$ cat src/rtl/control_unit.sv
// Instruction sequencer for a single-issue datapath: fetch handshake, decode,
// single/multi-cycle execute with ALU timeout, writeback and halt.
module control_unit #(
  parameter int W       = 16,
  parameter int TIMEOUT = 15
) (
  input  logic         clk,
  input  logic         rst,
  input  logic         instr_valid,
  input  logic [W-1:0] instr,
  output logic         instr_ready,
  input  logic         alu_done,
  output logic         alu_start,
  output logic [5:0]   opcode,
  output logic [1:0]   read_sources_1,
  output logic [1:0]   read_sources_2,
  output logic [1:0]   write_destination,
  output logic         write_enable,
  output logic         busy,
  output logic         halted,
  output logic         error,
  output logic [15:0]  instr_count
);

  localparam logic [2:0] S_IDLE      = 3'd0;
  localparam logic [2:0] S_DECODE    = 3'd1;
  localparam logic [2:0] S_EXECUTE   = 3'd2;
  localparam logic [2:0] S_WRITEBACK = 3'd3;
  localparam logic [2:0] S_HALTED    = 3'd4;

  localparam int CW = $clog2(TIMEOUT + 1);
  localparam logic [CW-1:0] EXEC_LAST = CW'(TIMEOUT - 1);

  // Only the decoded fields are kept; instr[3:0] carries nothing.
  typedef struct packed {
    logic [5:0] op;
    logic [1:0] dst;
    logic [1:0] src1;
    logic [1:0] src2;
  } ir_t;

  logic [2:0]    state, state_nxt;
  ir_t           ir;
  logic [CW-1:0] exec_cnt;
  logic          multi_cycle, is_halt, no_write;
  logic          exec_finish, exec_timeout;
  logic          unused_instr;

  assign unused_instr = ^instr;

  assign multi_cycle = ir.op[5];
  assign is_halt     = (ir.op == 6'b111111);
  assign no_write    = (ir.op[5:3] == 3'b111);

  // alu_done only matters while a multi-cycle op is executing.
  assign exec_finish  = !multi_cycle || alu_done;
  assign exec_timeout = multi_cycle && !alu_done && (exec_cnt == EXEC_LAST);

  always_comb begin
    state_nxt = state;
    case (state)
      S_IDLE:      if (instr_valid) state_nxt = S_DECODE;
      S_DECODE:    state_nxt = is_halt ? S_HALTED : S_EXECUTE;
      S_EXECUTE: begin
        if (exec_finish)       state_nxt = S_WRITEBACK;
        else if (exec_timeout) state_nxt = S_IDLE;
      end
      S_WRITEBACK: state_nxt = S_IDLE;
      S_HALTED:    state_nxt = S_HALTED;
      default:     state_nxt = S_IDLE;
    endcase
  end

  always_ff @(posedge clk) begin
    if (rst) begin
      state       <= S_IDLE;
      ir          <= '0;
      exec_cnt    <= '0;
      error       <= 1'b0;
      instr_count <= '0;
    end else begin
      state <= state_nxt;
      if (state == S_IDLE && instr_valid)
        ir <= ir_t'(instr[15:4]);
      if (state == S_EXECUTE)
        exec_cnt <= exec_cnt + 1'b1;
      else
        exec_cnt <= '0;
      if (state == S_EXECUTE && !exec_finish && exec_timeout)
        error <= 1'b1;
      if (state == S_WRITEBACK)
        instr_count <= instr_count + 16'd1;
    end
  end

  // Status and strobes are pure functions of state/IR so reset clears them in one edge.
  assign instr_ready       = (state == S_IDLE);
  assign busy              = (state == S_DECODE) || (state == S_EXECUTE) ||
                             (state == S_WRITEBACK);
  assign halted            = (state == S_HALTED);
  assign alu_start         = (state == S_EXECUTE) && (exec_cnt == '0);
  assign write_enable      = (state == S_WRITEBACK) && !no_write;
  assign opcode            = ir.op;
  assign read_sources_1    = ir.src1;
  assign read_sources_2    = ir.src2;
  assign write_destination = ir.dst;

endmodule

$ cat config.mk
export PLATFORM = sky130hd
export DESIGN_NAME = control_unit
export DESIGN_NICKNAME = d
export VERILOG_FILES = /design/src/rtl/control_unit.sv
export SDC_FILE = /design/constraint.sdc
export NUM_CORES = 1
export LEC_CHECK = 0
export BUFFER_PORTS_ARGS = -buffer_cell sky130_fd_sc_hd__buf_4
export CAP_MARGIN = 10
export CORE_ASPECT_RATIO = 0.5
export CORE_UTILIZATION = 40
export CTS_CLUSTER_DIAMETER = 40
export DETAILED_ROUTE_END_ITERATION = 10
export MAX_ROUTING_LAYER = met4
export PLACE_DENSITY = 0.67
export SLEW_MARGIN = 20
export SYNTH_ARGS = -nofsm -noshare
export SYNTH_HDL_FRONTEND = slang
export SYNTH_SLANG_ARGS = --single-unit
$ cat constraint.sdc
create_clock -name clk -period 1.47 [get_ports clk]
set_input_delay 0.0735 -clock clk [delete_from_list [all_inputs] [get_ports clk]]
set_output_delay 0.0735 -clock clk [all_outputs]
set_load 0.1 [all_outputs]
==> metrics.md, run 1 <==
| Metric | Value |
|---|---|
| Req. time, crit path | 1680 ps |
| IO Pins | 54 |
| Fill count | 310 |
| Sw Ratio | 31.1% |
| HP Class | primary input to register |
| Final net count | 271 |
| CTS max path bufs | 2 |
| Worst Setup Path Type | register to register |
| Total of max-cap violations | 0 |
| Worst Max-Slew Pin Slew | 352 ps |
| Core area | 3570 µm² |
| Largest family of logic cells by synthesized area | simple AND/OR/NAND/NOR gates |
| Simple-gate share of the synthesized area | 28.4% |
| CP top delay family | simple AND/OR/NAND/NOR gates |
| Internal power | 1.63 mW |
| Clock Sinks | 36 |
| Mux cell area share after synthesis | 1.30% |
| Fin Clk Skew | 7.96 ps |
| Final Wtd Congestion | 0.760 |
| Cells after Synth | 180 |
| Area grow syn2layout | 52.4% |
| Synth area leader | dfxtp_1 |
| Worst skew pair latency | 280 ps |
| M2 GR Usage | 33.2% |
| Vias in the first global route | 1359 |
| Synth top area cells | dfxtp_1 (47%), nand2_1 (7.1%), a21oi_1 (5.8%) |
| Die width | 89.8 µm |
| Fin crit period | 1480 ps |
| Root Buffer | clkbuf_8 |
| Via count | 1458 |
| Crit Path Max Fanout | 7 |
| Multi-input combinational cell area | 853 µm² |
| Post-route setup slack | -14.2 ps |
| Row count | 15 |
| Syn Area/Cell | 8.56 µm² |
| Ys Warns | 0 |
| Critical Path, Cell by Cell | ha_4 > and3_4 > nand2_4 > or4_4 > a21oi_2 |
| Sequential share of the synthesized area | 46.8% |
| 1st-pass router iterations | 4 |
| Share of the synthesized area in the top cell type | 46.8% |
| Syn_nets | 204 |
| Busiest layer in global routing | met2 |
| Violated checks | negative setup slack |
| Layout cells sized above 1 | 46.0% |
| Crit path DAT | 1700 ps |
| Fin crit share | 101% |
| Setup violators final | 1 |
| Largest stage delay, worst path | 520 ps |
| Unique masters post-synth | 34 |
| Leak | 1.02 nW |
| Met3 Use GR | 7.17% |
| CTS tree | done |
| Fmax | 0.674 GHz |
| CP endpoint kind | register |
| DRC | 0 |
| Switch Pwr | 0.737 mW |
| Startpoint Class | register |
| Post-Syn Area | 1540 µm² |
| Synth Area in Compound Gates | 10.5% |
| WL/cell | 11.3 µm |
| FF/Latch Area | 763 µm² |
| Post-Synth Adder-Cell Area | 3.25% |
| Power share of the clock group | 36.6% |
| Combinational share of power | 20.7% |
| Worst VDD drop | 0.923 mV |
| Global route overflow | 0 |
| Initial antenna violation count | 0 |
| CTS buffer count | 5 |
| First-pass GRT wire length | 5770 µm |
| Unrepaired setup endpoints after global routing | yes |
| Post-Route WL | 3390 µm |
| Initial Util | 43.2% |
| Final hold vios | 0 |
| Initial DRC count | 17 |
| Post-DP HPWL | 2350 µm |
| Die Y | 45.9 µm |
| # port buffers | 49 |
| Slowest CP cell | or4_4 |
| Pin count of the biggest net entering global routing | 34 |
| Setup tns final | -14.2 ps |
| Routed Antenna Nets | 0 |
| CP Buf/Inv Count | 0 |
| Ant. Diodes | 0 |
| Grt met1 use | 20.1% |
| Reg clk slew, reported paths | 80 ps |
| Post-CTS Hold Buffers | 0 |
| Power, Total | 2.37 mW |
| Status | complete, but fails checks |
| Gr usage total | 18.5% |
| Rel. slew slack | 76.5% |
| PwrDens | 1010 nW/µm² |
| Hold slack | 29.4 ps |
| Sequential share of power | 42.6% |
| H-tree Lvls | 2 |
| FF+latch count, synth | 36 |
| Die area | 4120 µm² |
| Post-DR vias/cell | 4.88 |
| XOR/XNOR Fraction of Synth Area | 6.25% |
| Fin. max-slew vios | 0 |
timing repair:
item	CTS	global route
gates cloned	0	0
setup endpoints to repair	4	6
gates resized for setup	11	6
setup buffers	3	4
pin swaps	4	2
final timing paths:
| check | slack, ps | to | startpoint | cells past startpoint |
|---|---|---|---|---|
| setup reg to reg | -10 | instr_count[14] | instr_count[1] | 5 |
| setup / recovery | -10 | instr_count[14] | instr_count[1] | 5 |
| hold / removal | 30 | write_destination[0] | instr[8] | 3 |
| hold reg to reg | 460 | read_sources_2[1] | read_sources_2[1] | 2 |
placed cells by master, fill, tap and decap left out, types with 3 or more instances in the layout:
master | Yosys | layout
inv_1 | 4 | 4
dfxtp_2 | 0 | 10
xor2_1 | 9 | 9
o31ai_1 | 4 | 4
a21oi_1 | 18 | 17
o21ai_0 | 4 | 4
buf_4 | 0 | 64
nand2_1 | 29 | 27
or4_1 | 4 | 3
nand4_1 | 4 | 4
nor2_1 | 19 | 18
clkbuf_8 | 0 | 5
dfxtp_4 | 0 | 8
ha_1 | 4 | 3
nand3_1 | 8 | 7
dfxtp_1 | 36 | 18
Yosys cell counts:
library cell,instances
nand2b_1,1
nor4_1,1
o21ai_0,4
and3b_2,1
buf_2,2
nand2_1,29
mux2i_1,2
nor3_1,3
and4_1,1
a31oi_1,1
nor2_1,19
or3_2,1
inv_1,4
nor2b_1,2
nand3_1,8
or4_1,4
or3_1,2
nand4_1,4
a21oi_1,18
xor2_1,9
and4_4,1
dfxtp_1,36
a21o_1,1
xnor2_1,2
buf_6,1
ha_1,4
and3_2,1
nand2_2,1
nand4_4,1
a211oi_1,1
o31ai_1,4
and3_1,3
and2_1,3
clkbuf_1,5
routing by layer:
metal	part of all wire, %	vias to the layer above
met5	0	-
met4	0.24	0
met3	5.9	2
met2	47	32
met1	47	672
li1	-	752
cell type report:
class / instances / share of cell area [%]
multi-input combinational: 132 / 36.3
sequential: 36 / 32.5
timing repair buffer: 68 / 23.1
clock buffer: 5 / 2.93
tap: 51 / 2.72
clock inverter: 3 / 1.76
inverter: 4 / 0.639
cell families after synthesis:
group,count (synthesis)
and+or+nand+nor,86
muxes,2
DFF,36
adders and majority gates,4
AOI/OAI and AO/OA,29
buffers and inverters,12
xor gates and xnor gates,11
flip-flops by register name, summed over array words and instances, names as in the netlist:
name               cells
instr_count           16
read_sources_1         2
error                  1
state                  3
opcode                 6
write_destination      2
read_sources_2         2
exec_cnt               4
tightest hold or removal path, cell delays in order:
cell and delay (ps):
buf_4 110, nand2_1 40, a21oi_1 50
power groups by stage:
stage	clock network [mW]	registers (mW)	logic (mW)
after floorplan	0	1.21	0.183
after global placement	0	1.03	0.459
after detailed placement	0	1.03	0.462
after CTS	0.900	1.01	0.485
after global routing	0.934	1.02	0.517
final	0.868	1.01	0.492
per-stage QoR:
| stage | instance area [µm²] | worst slack (ps) | std cells | utilization [%] |
|---|---|---|---|---|
| CTS | 2300 | -3.00 | 295 | 64.4 |
| detailed placement | 2120 | -1.50 | 284 | 59.4 |
| floorplan | 1650 | -354 | 180 | - |
| global route | 2350 | -57.9 | 299 | 65.9 |
| global placement | 2120 | 19.9 | 284 | 59.4 |
| finish | 2350 | -14.2 | 299 | 65.9 |
Note: power is estimated with default switching activity, not from simulation.
==> run 2, diff against run 1 <==
BUFFER_PORTS_ARGS = -buffer_cell sky130_fd_sc_hd__clkbuf_2   (was -buffer_cell sky130_fd_sc_hd__buf_4)
GPL_TIMING_DRIVEN = 0   (was not set)
==> run 2 against run 1 <==
  * The run still ends with negative setup slack left
  * Largest cell class unchanged
  * First-iteration DRC count increased by 120%
  * Global-route usage grew 0.63 points
  * Setup slack got worse by 16 ps
  * Sequential power hardly changed
  * Clock-buffer cell count unchanged
  * Highest routed layer unchanged
  * Sequential cell count stayed put
  * Power is 0.25% higher
==> metrics.md, run 2 (synthesis gave the netlist of run 1 again) <==
| Metric | Value |
|---|---|
| Status | complete, but fails checks |
| Violated checks | negative setup slack |
| Total of max-cap violations | 0 |
| Initial Util | 43.2% |
| Sequential share of power | 42.7% |
| Sw Ratio | 31.8% |
| Root Buffer | clkbuf_8 |
| IO Pins | 54 |
| Die Y | 45.9 µm |
| Die area | 4120 µm² |
| Fin Clk Skew | 8.09 ps |
| Setup violators final | 2 |
| Post-DP Area | 1960 µm² |
| WL/cell | 12.4 µm |
| Startpoint Class | register |
| Commonest non-fill, non-tap cell in the layout | clkbuf_2 |
| Reg clk slew, reported paths | 80 ps |
| Final hold vios | 0 |
| Ant. Diodes | 0 |
| H-tree Lvls | 2 |
| Row count | 15 |
| Req. time, crit path | 1680 ps |
| Crit path DAT | 1710 ps |
| Fill count | 280 |
| Internal power | 1.62 mW |
| Fin crit share | 102% |
| Worst Max-Slew Pin Slew | 615 ps |
| Vias in the first global route | 1256 |
| Pin count of the biggest net entering global routing | 13 |
| CTS tree | done |
| Area grow syn2layout | 57.1% |
| PwrDens | 981 nW/µm² |
| Worst Setup Path Type | register to register |
| Leak | 1.06 nW |
| Core area | 3570 µm² |
| Post-route setup slack | -30.2 ps |
| Unrepaired setup endpoints after global routing | yes |
| Placement Setup Slack | -146 ps |
| Biggest register | instr_count |
| CTS max path bufs | 2 |
| Post-Route WL | 3950 µm |
| Fin crit period | 1500 ps |
| DRC | 0 |
| Gr usage total | 19.2% |
| Initial DRC count | 37 |
| Via count | 1548 |
| Fin. max-slew vios | 0 |
| # port buffers | 48 |
| Power share of the clock group | 37.1% |
| Final Wtd Congestion | 0.773 |
| Initial antenna violation count | 0 |
| Commonest cells after routing, fill and taps aside | clkbuf_2 (43), nand2_1 (27), buf_4 (21) |
| Die width | 89.8 µm |
| Final instance area | 2420 µm² |
| Worst skew pair latency | 290 ps |
| Crit Path Max Fanout | 5 |
| Routed Antenna Nets | 0 |
| Worst VDD drop | 0.876 mV |
| Switch Pwr | 0.757 mW |
| 1st-pass router iterations | 4 |
| Final core occ | 67.9% |
| Post-DR vias/cell | 4.87 |
| Global route overflow | 0 |
| Fmax | 0.667 GHz |
| Clock Sinks | 36 |
| Setup tns final | -50.3 ps |
| CP endpoint kind | register |
| Post-Layout Cell Count | 318 |
| Rel. slew slack | 59.0% |
| Max reg flops | 16 |
| Layout cells sized above 1 | 46.1% |
| Combinational share of power | 20.2% |
| Post-DP HPWL | 2370 µm |
| CTS buffer count | 5 |
| First-pass GRT wire length | 5690 µm |
| HP Class | primary input to register |
| Final net count | 290 |
| # placed instances | 279 |
## run 2: cell count changes in the layout (fill, tap and decap cells not counted), moves of 3 or more
cell           delta
clkbuf_1          +4
dfxtp_2           -3
dlygate4sd3_1     +9
clkbuf_2         +43
dfxtp_4           +3
buf_4            -43
## run 2: what timing repair did
item / 4_1_cts / 5_1_grt
endpoints found under the hold margin: 9 / 0
setup endpoints to repair: 8 / 12
gates cloned: 1 / 0
pin swaps: 10 / 7
hold buffers: 9 / 0
gates resized for setup: 15 / 13
buffers inserted: 12 / 10
## run 2: routing by layer
layer	up-vias	GRT usage, %	share of wire [%]
met1	709	22.1	48
li1	795	-	-
met5	-	-	0
met4	0	8.85	1.3
met3	8	6.33	5.1
met2	36	31.4	46
## run 2: power groups by stage
stage | Sequential, mW | Clock (mW) | Combinational (mW)
6_report | 1.02 | 0.881 | 0.479
5_1_grt | 1.02 | 0.941 | 0.503
4_1_cts | 1.02 | 0.894 | 0.460
3_5_place_dp | 1.04 | 0 | 0.425
3_3_place_gp | 1.04 | 0 | 0.423
2_1_floorplan | 1.21 | 0 | 0.183
## run 2: layout make-up
cell class                      count  area [µm²]  share of cell area, %
Buffer                              7        51.3                   2.12
Clock buffer                        5        68.8                   2.84
Clock inverter                      3        42.5                   1.76
Inverter                            4        15.0                  0.620
Multi-Input combinational cell    133         866                   35.8
Sequential cell                    36         771                   31.8
Tap cell                           51        63.8                   2.64
Timing Repair Buffer               79         543                   22.4
## run 2: worst paths after layout
kind                                        start                 to  slack (ps)  depth (start not counted)
worst min-delay path                     instr[6]  read_sources_1[0]        0.06                          3
worst max-delay path               instr_count[6]    instr_count[14]         -30                          4
worst max register to register     instr_count[6]    instr_count[14]         -30                          4
worst min register to register  read_sources_2[0]  read_sources_2[0]         460                          2
## run 2: worst max-delay path, cell delays in order (launching register included)
cell and delay, ps:
dfxtp_4 360, and4_4 270, nand4_4 110, or4_1 500, a21oi_1 170
## run 2: through the flow
| stage | hold WS [ps] | power [mW] |
|---|---|---|
| 3_3_place_gp | 298 | 1.46 |
| 5_1_grt | 4.43 | 2.46 |
| 2_1_floorplan | 209 | 1.39 |
| 3_5_place_dp | 302 | 1.47 |
| 4_1_cts | 0.303 | 2.37 |
| 6_report | 0.0580 | 2.38 |
